<file path="config.mk">
export PLATFORM = sky130hd
export DESIGN_NAME = sw_alloc_ctrl
export DESIGN_NICKNAME = d
export VERILOG_FILES = /design/src/rtl/sw_alloc_ctrl_pkg.sv /design/src/rtl/sw_alloc_ctrl_rr_arbiter.sv /design/src/rtl/sw_alloc_ctrl.sv
export SDC_FILE = /design/constraint.sdc
export NUM_CORES = 1
export LEC_CHECK = 0
export ABC_AREA = 1
export CAP_MARGIN = 20
export CORE_MARGIN = 2
export CORE_UTILIZATION = 60
export DETAILED_ROUTE_END_ITERATION = 7
export GPL_TIMING_DRIVEN = 0
export PLACE_DENSITY_LB_ADDON = 0.05
export SYNTH_ARGS = -nofsm -noshare
export SYNTH_HDL_FRONTEND = slang
export SYNTH_HIERARCHICAL = 1
export SYNTH_SLANG_ARGS = --single-unit
</file>
<file path="constraint.sdc">
create_clock -name clk -period 6.9 [get_ports clk]
set_clock_uncertainty 0.1 [all_clocks]
set_input_delay 0.69 -clock clk [delete_from_list [all_inputs] [get_ports clk]]
set_output_delay 0.69 -clock clk [all_outputs]
set_load 0.02 [all_outputs]
</file>
<file path="src/rtl/sw_alloc_ctrl_pkg.sv">
// Shared port numbering, widths and state types for the wormhole switch allocator.
package sw_alloc_ctrl_pkg;

    localparam int NPORT = 5;
    localparam int PSELW = 3;
    localparam int IDXW  = 3;

    localparam logic [PSELW-1:0] PORT_N = 3'd0;
    localparam logic [PSELW-1:0] PORT_E = 3'd1;
    localparam logic [PSELW-1:0] PORT_S = 3'd2;
    localparam logic [PSELW-1:0] PORT_W = 3'd3;
    localparam logic [PSELW-1:0] PORT_L = 3'd4;

    typedef logic [IDXW-1:0] port_idx_t;

    typedef enum logic {
        OUT_IDLE   = 1'b0,
        OUT_LOCKED = 1'b1
    } out_state_e;

    function automatic port_idx_t onehot_to_idx(input logic [NPORT-1:0] oh);
        port_idx_t idx;
        idx = '0;
        for (int i = 0; i < NPORT; i++) begin
            if (oh[i]) begin
                idx = idx | port_idx_t'(i);
            end
        end
        return idx;
    endfunction

endpackage

</file>
<file path="src/rtl/sw_alloc_ctrl_rr_arbiter.sv">
// Round-robin priority search: first requester strictly after ptr, wrapping mod NPORT.
// Latency: purely combinational. Backpressure: none, the caller decides when to use gnt.
// Output gnt is one-hot or zero when no request is present.
module sw_alloc_ctrl_rr_arbiter
    import sw_alloc_ctrl_pkg::*;
(
    input  logic [NPORT-1:0] req,
    input  port_idx_t        ptr,
    output logic [NPORT-1:0] gnt
);

    logic [IDXW:0] cand;
    port_idx_t     idx;
    logic          found;

    always_comb begin
        gnt   = '0;
        found = 1'b0;
        cand  = '0;
        idx   = '0;
        for (int off = 1; off <= NPORT; off++) begin
            cand = {1'b0, ptr} + (IDXW+1)'(off);
            if (cand >= (IDXW+1)'(NPORT)) begin
                cand = cand - (IDXW+1)'(NPORT);
            end
            idx = cand[IDXW-1:0];
            if (!found && req[idx]) begin
                gnt[idx] = 1'b1;
                found    = 1'b1;
            end
        end
    end

endmodule

</file>
<file path="src/rtl/sw_alloc_ctrl.sv">
// Wormhole switch allocator: per-output round-robin lock held from head to tail flit.
// Latency: head arbitrated in cycle N, first flit moves in N+1; one idle cycle after each tail.
// Backpressure: missing out_rdy or owner in_req inserts a bubble while the lock is kept.
module sw_alloc_ctrl
    import sw_alloc_ctrl_pkg::*;
(
    input  logic                   clk,
    input  logic                   rst_,
    input  logic [NPORT-1:0]       in_req,
    input  logic [NPORT-1:0]       in_head,
    input  logic [NPORT-1:0]       in_tail,
    input  logic [NPORT*PSELW-1:0] in_port,
    input  logic [NPORT-1:0]       out_rdy,
    output logic [NPORT-1:0]       grant,
    output logic [NPORT-1:0]       out_valid,
    output logic [NPORT*NPORT-1:0] out_sel,
    output logic                   err_port
);

    out_state_e state_q [NPORT];
    out_state_e state_d [NPORT];
    port_idx_t  owner_q [NPORT];
    port_idx_t  owner_d [NPORT];
    port_idx_t  ptr_q   [NPORT];
    port_idx_t  ptr_d   [NPORT];
    logic       err_q;
    logic       err_d;

    logic [NPORT-1:0][NPORT-1:0] arb_req;
    logic [NPORT-1:0][NPORT-1:0] arb_gnt;
    logic [NPORT-1:0]            owned;
    logic [NPORT-1:0]            bad_head;

    // An input already owning an output is mid-packet; never let it bid for a second one.
    always_comb begin
        owned    = '0;
        arb_req  = '0;
        bad_head = '0;
        for (int o = 0; o < NPORT; o++) begin
            if (state_q[o] == OUT_LOCKED) begin
                owned[owner_q[o]] = 1'b1;
            end
        end
        for (int i = 0; i < NPORT; i++) begin
            bad_head[i] = in_req[i] & in_head[i] &
                          (in_port[i*PSELW +: PSELW] >= PSELW'(NPORT));
            for (int o = 0; o < NPORT; o++) begin
                arb_req[o][i] = in_req[i] & in_head[i] & ~owned[i] &
                                (state_q[o] == OUT_IDLE) &
                                (in_port[i*PSELW +: PSELW] == PSELW'(o));
            end
        end
    end

    for (genvar o = 0; o < NPORT; o++) begin : g_arb
        sw_alloc_ctrl_rr_arbiter u_arb (
            .req (arb_req[o]),
            .ptr (ptr_q[o]),
            .gnt (arb_gnt[o])
        );
    end

    logic xfer;

    always_comb begin
        grant     = '0;
        out_valid = '0;
        out_sel   = '0;
        xfer      = 1'b0;
        err_d     = err_q | (|bad_head);
        for (int o = 0; o < NPORT; o++) begin
            state_d[o] = state_q[o];
            owner_d[o] = owner_q[o];
            ptr_d[o]   = ptr_q[o];
            xfer       = 1'b0;
            if (state_q[o] == OUT_LOCKED) begin
                out_sel[o*NPORT +: NPORT] = {{(NPORT-1){1'b0}}, 1'b1} << owner_q[o];
                xfer                      = in_req[owner_q[o]] & out_rdy[o];
                out_valid[o]              = xfer;
                if (xfer) begin
                    grant[owner_q[o]] = 1'b1;
                end
                if (xfer && in_tail[owner_q[o]]) begin
                    state_d[o] = OUT_IDLE;
                    ptr_d[o]   = owner_q[o];
                end
            end else if (|arb_gnt[o]) begin
                state_d[o] = OUT_LOCKED;
                owner_d[o] = onehot_to_idx(arb_gnt[o]);
            end
        end
    end

    always_ff @(posedge clk or negedge rst_) begin
        if (!rst_) begin
            for (int o = 0; o < NPORT; o++) begin
                state_q[o] <= OUT_IDLE;
                owner_q[o] <= '0;
                ptr_q[o]   <= port_idx_t'(NPORT-1);
            end
            err_q <= 1'b0;
        end else begin
            for (int o = 0; o < NPORT; o++) begin
                state_q[o] <= state_d[o];
                owner_q[o] <= owner_d[o];
                ptr_q[o]   <= ptr_d[o];
            end
            err_q <= err_d;
        end
    end

    assign err_port = err_q;

endmodule
</file>
==> metrics.md, run 1 <==
| Metric | Value |
|---|---|
| DR vias | `10,920` |
| DRT Pass-1 Iters | `5` |
| GRT overflow | `0` |
| Top FF cell, synth | `dfrtp_1` |
| Post-CTS Hold Buffers | `0` |
| Cells after Synth | `1,625` |
| Total Neg Setup Slack | `0 ns` |
| Clk slew on worst S/H paths | `0.06 ns` |
| Layout cells sized above 1 | `16.30%` |
| Crit-path most repeated cell | `nand2_1` |
| R2R Path Start | `state_q[2]` |
| HP Class | `input pin to async pin` |
| Number of global-route vias before repair | `9,604` |
| Cell Area, Synth | `roughly 0.009 mm²` |
| Seq cells post-synth | `36` |
| CTS tree | `yes` |
| Post-DP HPWL | `23,380 µm` |
| Cell area after layout | `0.01036 mm²` |
| Setup Viol. Count Final | `0` |
| Part of the Yosys area used for sequential elements | `9.816%` |
| Met2 wire length | `12,140 µm` |
| Post-Route M1 WL | `13,380 µm` |
| Chip height | `128.1 µm` |
| Root Buffer | `clkbuf_16` |
| Max-capacitance violation count | `0` |
| Initial antenna violation count | `0` |
| Wire per inst | `15.22 µm` |
| Max FO, Critical Path | `6` |
| Core area | `0.01515 mm²` |
| RSZ-0062 raised after global routing | `no` |
| Synth Area in Simple Gates | `between 60% and 70%` |
| H-tree depth | `2` |
| Post-synth EDFFs | `0` |
| Rel. slew slack | `between 20% and 30%` |
| Post-synthesis xor/xnor area fraction | `0.1760%` |
| Area growth, synth to finish | `12.10%` |
| Yosys warns | `6` |
| Main combinational cell family by area after synthesis | `simple AND/OR/NAND/NOR gates` |
| Drt initial violations | `between 1,000 and 1,500` |
| Clock latency on the worst-skew pair | `about 0.29 ns` |
| Final antenna-violating net count | `0` |
| Port Buffers | `72` |
| Avg Cell Area, Syn | `~5.7 µm²` |
| Post-synthesis net count | `about 1,700` |
| Clk sink count | `36` |
| Final #Nets | `1,797` |
| Die area | `0.01641 mm²` |
| Placement-stage cell area | `slightly above 0.01 mm²` |
| Detail Route met3 WL | `2571 µm` |
| Tightest Pin Transition | `1.094 ns` |
| Initial core utilization | `61.02%` |
| Min Tclk post-route | `4.622 ns` |
| Vias/cell | `~5.8` |
| Worst Path Required | `7.01 ns` |
| Top post-synthesis cells by count | `nand2_1 (516), nand3_1 (226), nor2_1 (150)` |
| Slew Limit Fails | `0` |
| Final period util | `66.99%` |
| Area leader, netlist | `nand2_1` |
| Fraction of post-synthesis cell area in the top cell type by area | `20.96%` |
| Tot GR Track Use | `around a third` |
| Largest cells by area after synthesis | `nand2_1 (21%), nand3_1 (12%), dfrtp_1 (8.4%)` |
| Die span in x | `128.1 µm` |
| Inserted Clock Buffers | `5` |
| Num ports | `73` |
| Site Rows | `45` |
| Crit-path cells | `clkdlybuf4s50_1, nand2_1, nor2_1, nand3_2, nor4_1, inv_1, nand3_1, nand2_1, nand2_1, nand2_1, nand2_1, nand2_1, nand3_4, nor3_1, nor2_1, nand3_1, nor2_1, nand3_1, nand2_1, nor3_1, a21oi_1` |
| Type of origin of the critical path | `input pin` |
| Complex-gate fraction of the synthesized area | `6.797%` |
| First-pass GRT wire length | `46,290 µm` |
| FFs w/ async S/R, synth | `100.0%` |
| Fmax | `around 0.22 GHz` |
| DRC viols | `0` |
| FF-to-FF End | `owner_q[9]` |
| Clock Path Buffers | `2` |
| Most frequent cell after synthesis | `nand2_1` |
| Worst setup path class | `input pin to flip-flop` |
| Endpoint class of the critical path | `flip-flop` |
| Worst path slowest cell | `nor4_1` |
| Worst R2R Path Depth | `23` |
| CP peak stage delay | `0.80 ns` |
| Reg2Reg Setup Slack | `2.73 ns` |
| Post-CTS Setup Inserts | `0` |
| Post-CTS sizing | `0` |
| Crit path DAT | `~4.7 ns` |
| Post-synth cell types | `38` |
| Post-synthesis adder-cell area fraction | `roughly 8%` |
| RD Place Congestion | `0.9940` |
| Post-synthesis mux area share | `0%` |
| Drt total wl | `28,820 µm` |
| Status | `finished, final reports clean` |
| Highest routed layer | `met4` |
| Final hold vios | `0` |
| Antenna fix cells | `0` |
| Largest net degree at the start of global routing | `37` |
[cell type report]
cell class,count,area [µm²]
flip-flops and latches,36,907.1
inverters,211,822.0
clock inverters,3,42.54
well taps,188,235.2
multi-input cells,1354,7291
fillers,1466,4786
plain buffers,24,221.5
repair buffers,72,715.7
clock buffers,5,125.1
[critical path, delay by kind of cell]
family	cells	cell delay, ns
AND/OR/NAND/NOR	18	2.91
AO/OA/AOI/OAI	1	0.11
buffers and inverters	2	1.01
[worst max-delay path by stage]
| stage | startpoint | endpoint |
|---|---|---|
| finish | in_req[3] | owner_q[9] |
| global route | in_req[3] | owner_q[9] |
| CTS | in_req[3] | owner_q[9] |
| detailed placement | in_req[3] | owner_q[9] |
| global placement | in_req[3] | owner_q[9] |
| floorplan | ptr_q[0] | owner_q[0] |
[sequential cells by signal, summed over array words and instances, names as in the netlist]
signal	cells
owner_q	15
ptr_q	15
state_q	5
err_port	1
[per-layer routing]
| metal | vias to the layer above | global-route usage, % |
|---|---|---|
| met5 | - | 0 |
| met3 | 62 | 4.257 |
| met2 | 487 | 53.70 |
| met4 | 0 | 9.955 |
| met1 | 4859 | 50.34 |
| li1 | 5512 | - |
[kinds of logic (layout without fill, tap and decap cells)]
group,after synthesis,count (layout)
xor gates and xnor gates,1,1
AOI/OAI and AO/OA,98,98
buffers and inverters,235,315
adders and majority gates,56,56
DFF,36,36
and+or+nand+nor,1199,1199
[stage by stage]
stage / cells / hold slack (ns) / setup WS (ns) / util, %
floorplan: 1625 / 0.2944 / 3.818 / -
global placement: 1885 / 0.4066 / 2.306 / 67.33
detailed placement: 1885 / 0.4092 / 2.274 / 67.29
CTS: 1893 / 0.4221 / 2.565 / 68.40
global route: 1893 / 0.4386 / 2.209 / 68.40
finish: 1893 / 0.4074 / 2.278 / 68.40
[cells in the final DEF (no fill, tap or decap), types with 18 or more instances in the layout]
| cell type | n |
|---|---|
| o21ai_2 | 23 |
| nand3_1 | 226 |
| o21ai_0 | 24 |
| inv_2 | 51 |
| nand3_2 | 18 |
| ha_1 | 51 |
| nand2_2 | 60 |
| nor3_1 | 60 |
| dfrtp_1 | 31 |
| nor2_2 | 23 |
| nand2_1 | 516 |
| a21oi_1 | 21 |
| o21ai_1 | 24 |
| nor2_1 | 150 |
| nand4_1 | 86 |
| clkdlybuf4s50_1 | 71 |
| inv_1 | 148 |
Power of run 1 is left out: the tool's default activity adds up to more than one toggle a clock period on the data nets, which glitch-free logic cannot reach.
==> run 2: changes to the inputs <==
--- a/config.mk
+++ b/config.mk
@@ -8,7 +8,7 @@
 export ABC_AREA = 1
 export CAP_MARGIN = 20
 export CORE_MARGIN = 2
-export CORE_UTILIZATION = 60
+export CORE_UTILIZATION = 56
 export DETAILED_ROUTE_END_ITERATION = 7
 export GPL_TIMING_DRIVEN = 0
 export PLACE_DENSITY_LB_ADDON = 0.05
==> constraint.sdc (replaced) <==
create_clock -name clk -period 4.15 [get_ports clk]
set_clock_uncertainty 0.1 [all_clocks]
set_input_delay 0.415 -clock clk [delete_from_list [all_inputs] [get_ports clk]]
set_output_delay 0.415 -clock clk [all_outputs]
set_load 0.02 [all_outputs]
==> run 2 against run 1 <==
Critical path depth unchanged. Final cell count up 1.5%. Non-clock buffer count up 1. Core utilization down 3.3 points. Via count about the same. Die area up 6.9%. Setup slack worse by 2.0 ns. Sequential share of layout area about the same.
==> metrics.md, run 2 (synthesis results as in run 1) <==
| Metric | Value |
|---|---|
| Status | `finished, final reports clean (unchanged)` |
| Clock latency on the worst-skew pair | `0.29 ns (about the same)` |
| GRT overflow | `0 (unchanged)` |
| Layout cells sized above 1 | `16.47% (was 16.30%)` |
| Min Tclk post-route | `between 3 and 4 ns` |
| Final #Nets | `1,798 (was 1,797)` |
| Chip height | `132.5 µm (was 128.1 µm)` |
| Root Buffer | `clkbuf_16 (unchanged)` |
| Biggest regs | `owner_q: 15 flops, ptr_q: 15 flops, state_q: 5 flops (unchanged)` |
| Site Rows | `46 (was 45)` |
| Final hold vios | `0 (unchanged)` |
| Initial core utilization | `57.76% (was 61.02%)` |
| Wire per inst | `14.81 µm (was 15.22 µm)` |
| Setup Viol. Count Final | `0 (unchanged)` |
| Endpoint class of the critical path | `flip-flop (unchanged)` |
| Core area | `0.01600 mm² (was 0.01515 mm²)` |
| Setup ws final | `0.2557 ns (was 2.278 ns)` |
| Tightest Pin Transition | `0.8767 ns (was 1.094 ns)` |
| CTS tree | `yes (unchanged)` |
| Fmax | `0.2568 GHz` |
| Post-CTS Hold Buffers | `0 (unchanged)` |
| Drt total wl | `28,460 µm (was 28,820 µm)` |
| Commonest non-fill, non-tap cell in the layout | `nand2_1 (unchanged)` |
| Initial antenna violation count | `0 (unchanged)` |
| RD Place Congestion | `0.9740 (was 0.9940)` |
| Antenna fix cells | `0 (unchanged)` |
| Max-capacitance violation count | `0 (unchanged)` |
| Clk sink count | `36 (unchanged)` |
| H-tree depth | `2 (unchanged)` |
| Drt initial violations | `1,213 (was 1,053)` |
| DRC viols | `0 (unchanged)` |
| Final antenna-violating net count | `0 (unchanged)` |
| Worst setup path class | `input pin to flip-flop (unchanged)` |
| Most frequent cells in the layout | `nand2_1 (516), nand3_1 (226), nor2_1 (150), inv_1 (148), nand4_1 (86) (unchanged)` |
| RSZ-0062 raised after global routing | `no (unchanged)` |
| Inserted Clock Buffers | `5 (unchanged)` |
| DR vias | `10,920 (about the same)` |
| Dpl ws | `0.01163 ns (was 2.274 ns)` |
| Final period util | `93.84%` |
| Max FO, Critical Path | `6 (unchanged)` |
| Clk slew on worst S/H paths | `0.06 ns (about the same)` |
| Die area | `0.01755 mm² (was 0.01641 mm²)` |
| Port Buffers | `72 (unchanged)` |
| Number of global-route vias before repair | `9,315 (was 9,604)` |
| HP Class | `input pin to async pin (unchanged)` |
| Clock Path Buffers | `2 (unchanged)` |
| Type of origin of the critical path | `input pin (unchanged)` |
| Vias/cell | `5.681 (was 5.769)` |
| Area growth, synth to finish | `12.66% (was 12.10%)` |
| Total Neg Setup Slack | `0 ns (unchanged)` |
| Post-DP HPWL | `23,170 µm (was 23,380 µm)` |
| Largest net degree at the start of global routing | `37 (unchanged)` |
| First-pass GRT wire length | `45,970 µm (was 46,290 µm)` |
| Slew Limit Fails | `0 (unchanged)` |
| Tot GR Track Use | `31.55% (was 34.63%)` |
| DRT Pass-1 Iters | `5 (unchanged)` |
| Rel. slew slack | `41.55% (was 26.41%)` |
| Die span in x | `132.5 µm (was 128.1 µm)` |
| Num ports | `73 (unchanged)` |
| Crit path DAT | `4.00 ns (was 4.73 ns)` |
| Worst Path Required | `4.26 ns (was 7.01 ns)` |
## run 2: cell count changes in the layout (fill, tap and decap cells not counted), sizes merged
cell / delta
buf: +1
## run 2: what timing repair did
action,CTS,global route
setup buffers,0,0
gates resized for setup,0,2
setup endpoints to repair,0,4
## run 2: path summary, 6_finish.rpt
kind                                 from         end  slack, ns  cells after the start
worst max-delay path            in_req[1]  owner_q[6]       0.26                     21
worst min-delay path                 rst_    ptr_q[9]       0.13                      1
worst max register to register   ptr_q[0]  owner_q[0]       0.34                     22
worst min register to register   ptr_q[5]    ptr_q[5]       0.41                      2
max in group asynchronous            rst_  owner_q[0]       3.24                      1
min in group clk                 ptr_q[5]    ptr_q[5]       0.41                      2
## run 2: stage by stage
stage / util [%] / hold slack (ns) / instance area, µm² / instances
finish: 65.07 / 0.1293 / 10410 / 1922
global route: 65.07 / 0.1997 / 10410 / 1922
CTS: 65.00 / 0.1628 / 10400 / 1922
detailed placement: 63.95 / 0.4044 / 10230 / 1914
global placement: 63.95 / 0.4016 / 10230 / 1913
floorplan: - / 0.01941 / 9241 / 1625
## run 2: cell type report
cell class	instances	area, µm²
sequential	36	907.1
clock buffer	5	125.1
multi-input combinational	1354	7302
timing repair buffer	73	720.7
tap	216	270.3
inverter	211	822.0
fill	1602	5589
buffer	24	221.5
clock inverter	3	42.54
## run 2: critical path: stages
cell and delay, ns:
clkdlybuf4s50_1 0.69, nand2_1 0.23, nor4_2 0.31, nand2_1 0.18
nor2_1 0.35, inv_1 0.21, nand3_1 0.13, nand2_1 0.05
nand2_1 0.05, nand2_1 0.05, nand2_1 0.05, nand2_1 0.11
nand3_4 0.14, nor3_1 0.06, nor2_1 0.18, nand3_1 0.15
nor2_1 0.17, nand3_1 0.12, nand2_1 0.15, nor3_1 0.07
a21oi_1 0.13
## run 2: routing by layer
metal	global-route usage, %	vias up	share of wire [%]
met5	0	-	0
met4	7.706	0	2.0
met3	3.257	43	8.6
met2	47.70	500	42
met1	47.74	4880	47
li1	-	5495	-
Power of run 2 is left out for the same reason.
==> run 3: changes to the inputs <==
--- a/config.mk
+++ b/config.mk
@@ -9,6 +9,7 @@
 export CAP_MARGIN = 20
 export CORE_MARGIN = 2
 export CORE_UTILIZATION = 56
+export CTS_CLUSTER_DIAMETER = 50
 export DETAILED_ROUTE_END_ITERATION = 7
 export GPL_TIMING_DRIVEN = 0
 export PLACE_DENSITY_LB_ADDON = 0.05
==> results of run 3 <==
The final DEF is identical to that of run 2; final timing and power are the same.
Power of run 3 is left out for the same reason.
